## src/rtl/exu_upper_pkg.sv

```systemverilog
// Shared types and the upper-immediate result function for the U-type execute unit.
package exu_upper_pkg;

  localparam int unsigned UIMM_W  = 20;
  localparam int unsigned UIMM_SH = 12;

  typedef enum logic [1:0] {
    UP_NONE,
    UP_LUI,
    UP_AUIPC
  } upper_op_e;

  // Computed at 64 bits; callers truncate to XLEN, which keeps the result modulo 2^XLEN.
  function automatic logic [63:0] upper_calc(input upper_op_e         op,
                                             input logic [UIMM_W-1:0] imm,
                                             input logic [63:0]       pc,
                                             input logic [63:0]       offset);
    logic [63:0] imm_ext;
    logic [63:0] res;
    imm_ext = {{(64 - UIMM_W - UIMM_SH){imm[UIMM_W-1]}}, imm, {UIMM_SH{1'b0}}};
    unique case (op)
      UP_LUI:   res = imm_ext;
      UP_AUIPC: res = imm_ext + (pc - offset);
      default:  res = '0;
    endcase
    return res;
  endfunction

endpackage

```

## src/rtl/exu_upper_fifo.sv

```systemverilog
// Result FIFO: DEPTH entries of WIDTH bits, flush has priority over push and pop.
module exu_upper_fifo #(
  parameter int unsigned DEPTH = 2,
  parameter int unsigned WIDTH = 37,
  localparam int unsigned CNT_W = $clog2(DEPTH + 1),
  localparam int unsigned PTR_W = $clog2(DEPTH)
) (
  input  logic             hclk,
  input  logic             hrstn,
  input  logic             push,
  input  logic [WIDTH-1:0] wdata,
  input  logic             pop,
  input  logic             flush,
  output logic [WIDTH-1:0] head,
  output logic [CNT_W-1:0] cnt,
  output logic             full,
  output logic             empty
);

  logic [WIDTH-1:0] mem_q [DEPTH];
  logic [PTR_W-1:0] wptr_q, wptr_d;
  logic [PTR_W-1:0] rptr_q, rptr_d;
  logic [CNT_W-1:0] cnt_q, cnt_d;
  logic             push_ok;
  logic             pop_ok;

  assign empty   = (cnt_q == '0);
  assign full    = (cnt_q == CNT_W'(DEPTH));
  assign cnt     = cnt_q;
  assign head    = empty ? '0 : mem_q[rptr_q];
  assign pop_ok  = pop && !empty && !flush;
  assign push_ok = push && (!full || pop_ok) && !flush;

  always_comb begin
    wptr_d = wptr_q;
    rptr_d = rptr_q;
    cnt_d  = cnt_q;
    if (flush) begin
      wptr_d = '0;
      rptr_d = '0;
      cnt_d  = '0;
    end else begin
      if (push_ok) wptr_d = wptr_q + PTR_W'(1);
      if (pop_ok)  rptr_d = rptr_q + PTR_W'(1);
      unique case ({push_ok, pop_ok})
        2'b10:   cnt_d = cnt_q + CNT_W'(1);
        2'b01:   cnt_d = cnt_q - CNT_W'(1);
        default: cnt_d = cnt_q;
      endcase
    end
  end

  always_ff @(posedge hclk or negedge hrstn) begin
    if (!hrstn) begin
      wptr_q <= '0;
      rptr_q <= '0;
      cnt_q  <= '0;
    end else begin
      wptr_q <= wptr_d;
      rptr_q <= rptr_d;
      cnt_q  <= cnt_d;
    end
  end

  // Storage needs no reset: head is masked to zero while empty.
  always_ff @(posedge hclk) begin
    if (push_ok) mem_q[wptr_q] <= wdata;
  end

endmodule

```

## src/rtl/exu_upper_q.sv

```systemverilog
// U-type execute unit (LUI/AUIPC) with a queued valid/ready write-back port.
module exu_upper_q
  import exu_upper_pkg::*;
#(
  parameter int unsigned XLEN        = 32,
  parameter int unsigned DEPTH       = 2,
  parameter int unsigned PC_OFFSET   = 8,
  parameter int unsigned ISSUE_CYCLE = 1,
  localparam int unsigned CNT_W      = $clog2(DEPTH + 1)
) (
  input  logic              hclk,
  input  logic              hrstn,
  input  logic [3:0]        cycle_cnt,
  input  logic              dec_upper_en,
  input  logic              dec_lui,
  input  logic              dec_auipc,
  input  logic [19:0]       dec_imm_type_u,
  input  logic [4:0]        dec_rd,
  input  logic [XLEN-1:0]   pc,
  input  logic              exu_stall,
  input  logic              exu_flush,
  output logic              wb_valid,
  input  logic              wb_ready,
  output logic [4:0]        wb_waddr,
  output logic [XLEN-1:0]   wb_wdata,
  output logic              upper_full,
  output logic [CNT_W-1:0]  upper_cnt,
  output logic              upper_ovf
);

  localparam int unsigned ENTRY_W = 5 + XLEN;

  upper_op_e          op;
  logic [XLEN-1:0]    result;
  logic               issue;
  logic               rd_nz;
  logic               push;
  logic               pop;
  logic               drop;
  logic               empty;
  logic [ENTRY_W-1:0] head;
  logic               ovf_q;

  assign issue = dec_upper_en && (cycle_cnt == 4'(ISSUE_CYCLE)) && !exu_stall && !exu_flush;
  assign rd_nz = (dec_rd != 5'd0);

  // LUI wins when both selects are set.
  always_comb begin
    op = UP_NONE;
    if (dec_lui)        op = UP_LUI;
    else if (dec_auipc) op = UP_AUIPC;
  end

  assign result = XLEN'(upper_calc(op, dec_imm_type_u, 64'(pc), 64'(PC_OFFSET)));

  assign pop  = wb_valid && wb_ready;
  assign push = issue && rd_nz && (!upper_full || pop);
  assign drop = issue && rd_nz && upper_full && !pop;

  exu_upper_fifo #(
    .DEPTH (DEPTH),
    .WIDTH (ENTRY_W)
  ) u_fifo (
    .hclk  (hclk),
    .hrstn (hrstn),
    .push  (push),
    .wdata ({dec_rd, result}),
    .pop   (pop),
    .flush (exu_flush),
    .head  (head),
    .cnt   (upper_cnt),
    .full  (upper_full),
    .empty (empty)
  );

  assign wb_valid = !empty;
  assign wb_waddr = head[ENTRY_W-1:XLEN];
  assign wb_wdata = head[XLEN-1:0];
  assign upper_ovf = ovf_q;

  always_ff @(posedge hclk or negedge hrstn) begin
    if (!hrstn)    ovf_q <= 1'b0;
    else if (drop) ovf_q <= 1'b1;
  end

endmodule
```

## config.mk

```make
export PLATFORM = sky130hd
export DESIGN_NAME = exu_upper_q
export DESIGN_NICKNAME = d
export VERILOG_FILES = /design/src/rtl/exu_upper_pkg.sv /design/src/rtl/exu_upper_fifo.sv /design/src/rtl/exu_upper_q.sv
export SDC_FILE = /design/constraint.sdc
export NUM_CORES = 1
export LEC_CHECK = 0
export ABC_CLOCK_PERIOD_IN_PS = 3950
export CORE_UTILIZATION = 33
export DETAILED_ROUTE_END_ITERATION = 8
export PLACE_DENSITY = 0.52
export SKIP_LAST_GASP = 1
export SLEW_MARGIN = 20
export SYNTH_ARGS = -nofsm -noshare
export SYNTH_HDL_FRONTEND = slang
export SYNTH_SLANG_ARGS = --single-unit
```

## constraint.sdc

```tcl
create_clock -name hclk -period 3.95 [get_ports hclk]
set_clock_uncertainty 0.15 [all_clocks]
set_input_delay 1.185 -clock hclk [delete_from_list [all_inputs] [get_ports hclk]]
set_output_delay 1.185 -clock hclk [all_outputs]
set_load 0.1 [all_outputs]
```

Word-level counts from Yosys, hierarchy flattened. Memory sizes are Yosys's and may differ from the RTL's. Index checks and enable logic that the tools add are counted.

$lt $le $gt $ge: 0. Mux-type cells: 12. Divide/modulo/power cells: 0. Shifts and indexed selects: 0. Multiply operators: 0. Bitwise logic cells: 0. Reductions and logical operators: 24. Add/subtract/negate cells: 6. Eq/ne operators: 6.

Operators with widths (count): $pmux 32 s2 (1); $mux 37 (1); $add 32x32->32 (1); $sub 32x4->32 const B (1); $logic_and 1x1->1 (12); $eq 2x2->1 const B (3); $mux 1 (6); $mux 2 (3); $logic_not 1->1 (5); $reduce_bool 5->1 (1); $eq 2x1->1 const B (2); $eq 4x1->1 const B (1); $pmux 2 s2 (1); $reduce_bool 2->1 (2); $reduce_bool 3->1 (1); $add 1x1->1 const B (2); $add 2x1->2 const B (1); $logic_not 2->1 (1); $logic_or 1x1->1 (2); $sub 2x1->2 const B (1).

Bits in registers: 5. ROM bits: 0. Memory bits (writable): 74. Output and inout port bits: 42. Latch bits: 0. Memories kept: 1. Input bits: 69.

Memories: u_fifo.mem_q (depth 2, bits a word 37, read ports 1, clocked after Yosys merged registers in 0, wr ports 1, line exu_upper_fifo.sv:20) `logic [WIDTH-1:0] mem_q [DEPTH];`.

Longest topological paths before layout.
Depth in word-level cells: 11. Mapped depth: 12. Depth with buffers taken out: 11.

Modules after synthesis. A second synthesis with hierarchy kept.

Cells, all modules: 580. Area total of the unflattened synthesis: 5522.8 µm².

Modules (own cells, without submodules): exu_upper_fifo (times used 1, area an instance 3017.9 µm², cells each 181, seq. area each 2322.2 µm²); exu_upper_q (times used 1, area an instance 2504.9 µm², cells each 399, seq. area each 25.0 µm²).

Worst setup path before layout. OpenSTA, ideal clock, no wires.

Path type: register to register. Start point: reg u_fifo.cnt_q[1] (netlist: u_fifo.cnt[1]). End point: mem u_fifo.mem_q[0][0], enable pin. Path buffers: 0. Path slack: -584 ps. Arrival time: 3952 ps. Stages on the path, launching flop included: 7. Library setup time: 431 ps. Path through: dfrtp_1 > nor2_1 > inv_1 > nand2_1 > o21ai_0 > nand2b_4 > nor2_1.

Longest elaborated chain between the ends: 10. Elaborated cells on any way between the ends: 14.

RTL lines: from (decl) (line exu_upper_fifo.sv:23) `logic [CNT_W-1:0] cnt_q, cnt_d;`; from (signal assigned) (line exu_upper_fifo.sv:61) `cnt_q <= cnt_d;`; $logic_not 2->1 (*) (line exu_upper_fifo.sv:27) `assign empty = (cnt_q == '0);`; $logic_not 1->1 (*) (line exu_upper_q.sv:76) `assign wb_valid = !empty;`; net wb_valid (line exu_upper_q.sv:22) `output logic wb_valid,`; $logic_and 1x1->1 (line exu_upper_q.sv:56) `assign pop = wb_valid && wb_ready;`; $logic_and 1x1->1 (2 in series) (line exu_upper_fifo.sv:31) `assign pop_ok = pop && !empty && !flush;`; $logic_or 1x1->1 (line exu_upper_fifo.sv:32) `assign push_ok = push && (!full || pop_ok) && !flush;`; $logic_and 1x1->1 (*) (2 in series) (line exu_upper_fifo.sv:32); $mux 1 (*) (line exu_upper_fifo.sv:67) `if (push_ok) mem_q[wptr_q] <= wdata;`; $mux 1 (not written as such) (*) (line exu_upper_fifo.sv:67); to (decl) (line exu_upper_fifo.sv:20).

The timed path passes the listed nets; every way through them passes the cells marked *.

Worst setup path in the final report.
Start point: in pc[5]. End point: mem u_fifo.mem_q[0][28], data pin.

Longest elaborated chain between the ends: 3.

RTL lines: from (decl) (line exu_upper_q.sv:19) `input logic [XLEN-1:0] pc,`; $sub 32x4->32 (line exu_upper_pkg.sv:23) `UP_AUIPC: res = imm_ext + (pc - offset);`; $add 32x32->32 (line exu_upper_pkg.sv:23); $pmux 32 s2 (line exu_upper_pkg.sv:21) `unique case (op)`; net result[28] (line exu_upper_q.sv:34) `logic [XLEN-1:0] result;`.

The timed path passes the listed nets, and every way through them passes these cells.

==> impl_metrics.ini <==
[detailed_routing]
vias = 4753
dr.first_iter.drc_count = 216
viasPerCell = 4.70
firstDrtPassIters = 4
wl_per_cell_um = 13.9
drtAntennaViolNets = 0
drc = 0
routed_wl_um = 14000

[critical_path]
reg2reg_slack_ps = 1640
worstSetupStartpointType = primary input
crit_fanout = 5
r2r_end = u_fifo.mem_q[1][35]
criticalPathCategory = primary input to flop
cp.required_ps = 3970
end_kind = flop
r2r_start = u_fifo.cnt[1]
reg2regPathDepth = 7
arrival_ps = 3880

[power]
intPower_uw = 1840
power_frac_comb = 0.293
p_leak_uw = 0.00345
ir_worst_vdd_mv = 0.160
clock_power_share = 0.336
p_switching_uw = 664
power_density_nw_per_um2 = 312
p_seq_frac = 0.370
swShare = 0.265

[synth]
mappedNetlistArea_um2 = 5610
synth_cell_types = 62
ys_async_sr_fraction = 0.0633
ys_ff_latch = 79
ys_seq_area_frac = 0.418
yosysWarnings = 0
synth_flop_cell = edfxtp_1
syn_nets = 706
synth_cells = 590
syn_avg_cell_area_um2 = 9.51
synth-edff-count = 74

[timing]
rsz0062_at_grt = false
setup_viol = 0
finalSetupTns_ps = 0
hold_violations = 0
hold_ws_ps = 344
slew_violations = 0
setup_slack_ps = 94.1
min_period_ps = 3860
worst_pin_slew_ps = 735
fmax_ghz = 0.259
relSlewSlack = 0.510
fin_crit_sh = 0.976

[run]
cap_violations = 0

[die]
ios = 111
initial_core_util = 0.338
die-height_um = 132
row_count = 47
core_um2 = 16600
fp.dieW_um = 132
die-area_um2 = 17500

[placed_design]
dp.final_hpwl_um = 11200
gp_congestion = 0.905
place_inst = 991
portBuffers = 110
dp_slack_ps = -342

[layout]
diodes = 0
final_core_util = 0.485
fin_nets = 903
instances_no_fill = 1012
final_layout_size_suffix_gt1_frac = 0.282
syn_to_final_growth_pct = 43.4

[hold_path]
holdPathStages = 1
min_from = upper_ovf
whs_endpoint = upper_ovf
worstHoldPathType = flop to flop

[global_route]
antenna_found_initial = 0
grt_pass1_vias = 4661
grt_max_degree = 24
grt_pass1_wl_um = 22900
track_usage = 0.166
overflow = 0

[clock_tree]
cts_sinks = 79
cts_tree = built
clkSlewWorstSetupHoldPaths_ps = 60
htreeDepth = 3
clockRootBuffer = clkbuf_16
cts_inserted_buffers = 9
cts_buffer_depth = 2
cts_hold_buf = 0
clock_latency_ps = 330

[run_status]
status = finished, final reports clean
## synth_stat cells (2+ instances only)
cell type | instances | share of area
inv_1 | 94 | 0.063
edfxtp_1 | 74 | 0.40
nor2_1 | 67 | 0.045
ha_1 | 46 | 0.10
mux2i_1 | 40 | 0.071
nand2_1 | 40 | 0.027
a21oi_1 | 28 | 0.025
o21ai_0 | 21 | 0.019
nand3_1 | 13 | 0.012
a21o_1 | 12 | 0.016
clkbuf_1 | 9 | 0.0060
nand4_1 | 9 | 0.010
nor3_1 | 9 | 0.0080
o21bai_1 | 9 | 0.012
xor2_1 | 9 | 0.014
xnor2_1 | 8 | 0.012
buf_2 | 7 | 0.0062
and2_1 | 5 | 0.0056
and3_1 | 5 | 0.0056
buf_1 | 5 | 0.0033
dfrtp_1 | 5 | 0.022
nor2b_1 | 5 | 0.0056
or4_1 | 5 | 0.0067
a21oi_2 | 4 | 0.0062
nand2b_1 | 4 | 0.0045
o2111ai_1 | 4 | 0.0062
o211ai_1 | 4 | 0.0054
a211oi_1 | 3 | 0.0040
clkbuf_2 | 3 | 0.0027
o21a_1 | 3 | 0.0040
o31ai_1 | 3 | 0.0040
or3_1 | 3 | 0.0033
a211o_1 | 2 | 0.0031
o21ai_1 | 2 | 0.0018
o21ai_2 | 2 | 0.0031
o31a_1 | 2 | 0.0031
## cell usage in the layout (no fill, tap or decap), types with 4 or more instances in the layout
cell,instances
buf_4,139
inv_1,93
edfxtp_1,74
clkdlybuf4s50_1,66
ha_1,45
nand2_1,40
mux2i_1,40
nor2_2,37
nor2_1,27
a21oi_1,25
o21ai_0,19
nand3_1,13
a21o_1,12
nand4_1,9
xor2_1,9
clkbuf_16,9
o21bai_1,8
nor3_1,8
xnor2_1,8
a21oi_2,7
and3_1,5
nor2b_1,5
or4_1,5
and2_1,5
buf_12,5
nand2b_1,4
o21ai_1,4
o211ai_1,4
clkinv_1,4
dfrtp_1,4
## state kept, by name, summed over array words and instances, names as in the netlist
name / count
u_fifo.rptr_q: 1
u_fifo.mem_q: 74
upper_ovf: 1
u_fifo.wptr_q: 1
u_fifo.cnt: 2
## power groups by stage
stage	Clock (µW)	Combinational (µW)	Sequential (µW)
final	843	736	929
after global routing	904	812	929
after CTS	863	720	929
after detailed placement	0	716	946
after global placement	0	711	946
after floorplan	0	388	947
## layout make-up
class / instances / area [µm²]
repair buffers: 212 / 1830
flip-flops and latches: 79 / 2350
clock buffers: 10 / 229
multi-input cells: 391 / 2930
fillers: 1589 / 8540
well taps: 220 / 275
inverters: 94 / 353
clock inverters: 6 / 75.1
## kinds of logic after synthesis
group	Yosys count	synth area share
buffers and inverters	120	0.0845
adders and majority gates	47	0.106
muxes	41	0.0734
DFF	79	0.418
AOI/OAI and AO/OA	112	0.143
xor gates and xnor gates	17	0.0265
and+or+nand+nor	174	0.148
## per-stage QoR
stage	total power (µW)	area, µm²
after floorplan	1340	5700
after global placement	1660	7670
after detailed placement	1660	7670
after CTS	2510	7970
after global routing	2650	8040
final	2510	8040
## worst max-delay path: stages
cell and delay (ps):
clkdlybuf4s50_1 440, buf_4 160, fa_2 350, and2b_1 220, o21a_1 170, o21ai_2 80
a21oi_4 260, buf_4 170, a21oi_2 60, buf_4 160, or4_1 460, nand3_1 170
## worst max-delay path by stage
| stage | end | startpoint |
|---|---|---|
| 2_1_floorplan | u_fifo.mem_q[0][0] | u_fifo.cnt[1] |
| 3_3_place_gp | u_fifo.mem_q[1][22] | dec_imm_type_u[1] |
| 3_5_place_dp | u_fifo.mem_q[0][22] | dec_imm_type_u[1] |
| 4_1_cts | u_fifo.mem_q[1][22] | dec_imm_type_u[1] |
| 5_1_grt | u_fifo.mem_q[1][18] | dec_imm_type_u[1] |
| 6_report | u_fifo.mem_q[0][28] | pc[5] |
## metal layers
layer	up-vias	global-route usage	wire [µm]
met4	0	0.0613	277
met1	2178	0.211	6570
met2	110	0.286	6630
met5	-	0	0
li1	2446	-	-
met3	19	0.0235	576
## what timing repair did
item,in CTS,in global routing
endpoints found under the setup margin,0,22
gates resized for setup,0,13
buffers inserted,0,5
(Power assumes the default switching activity.)
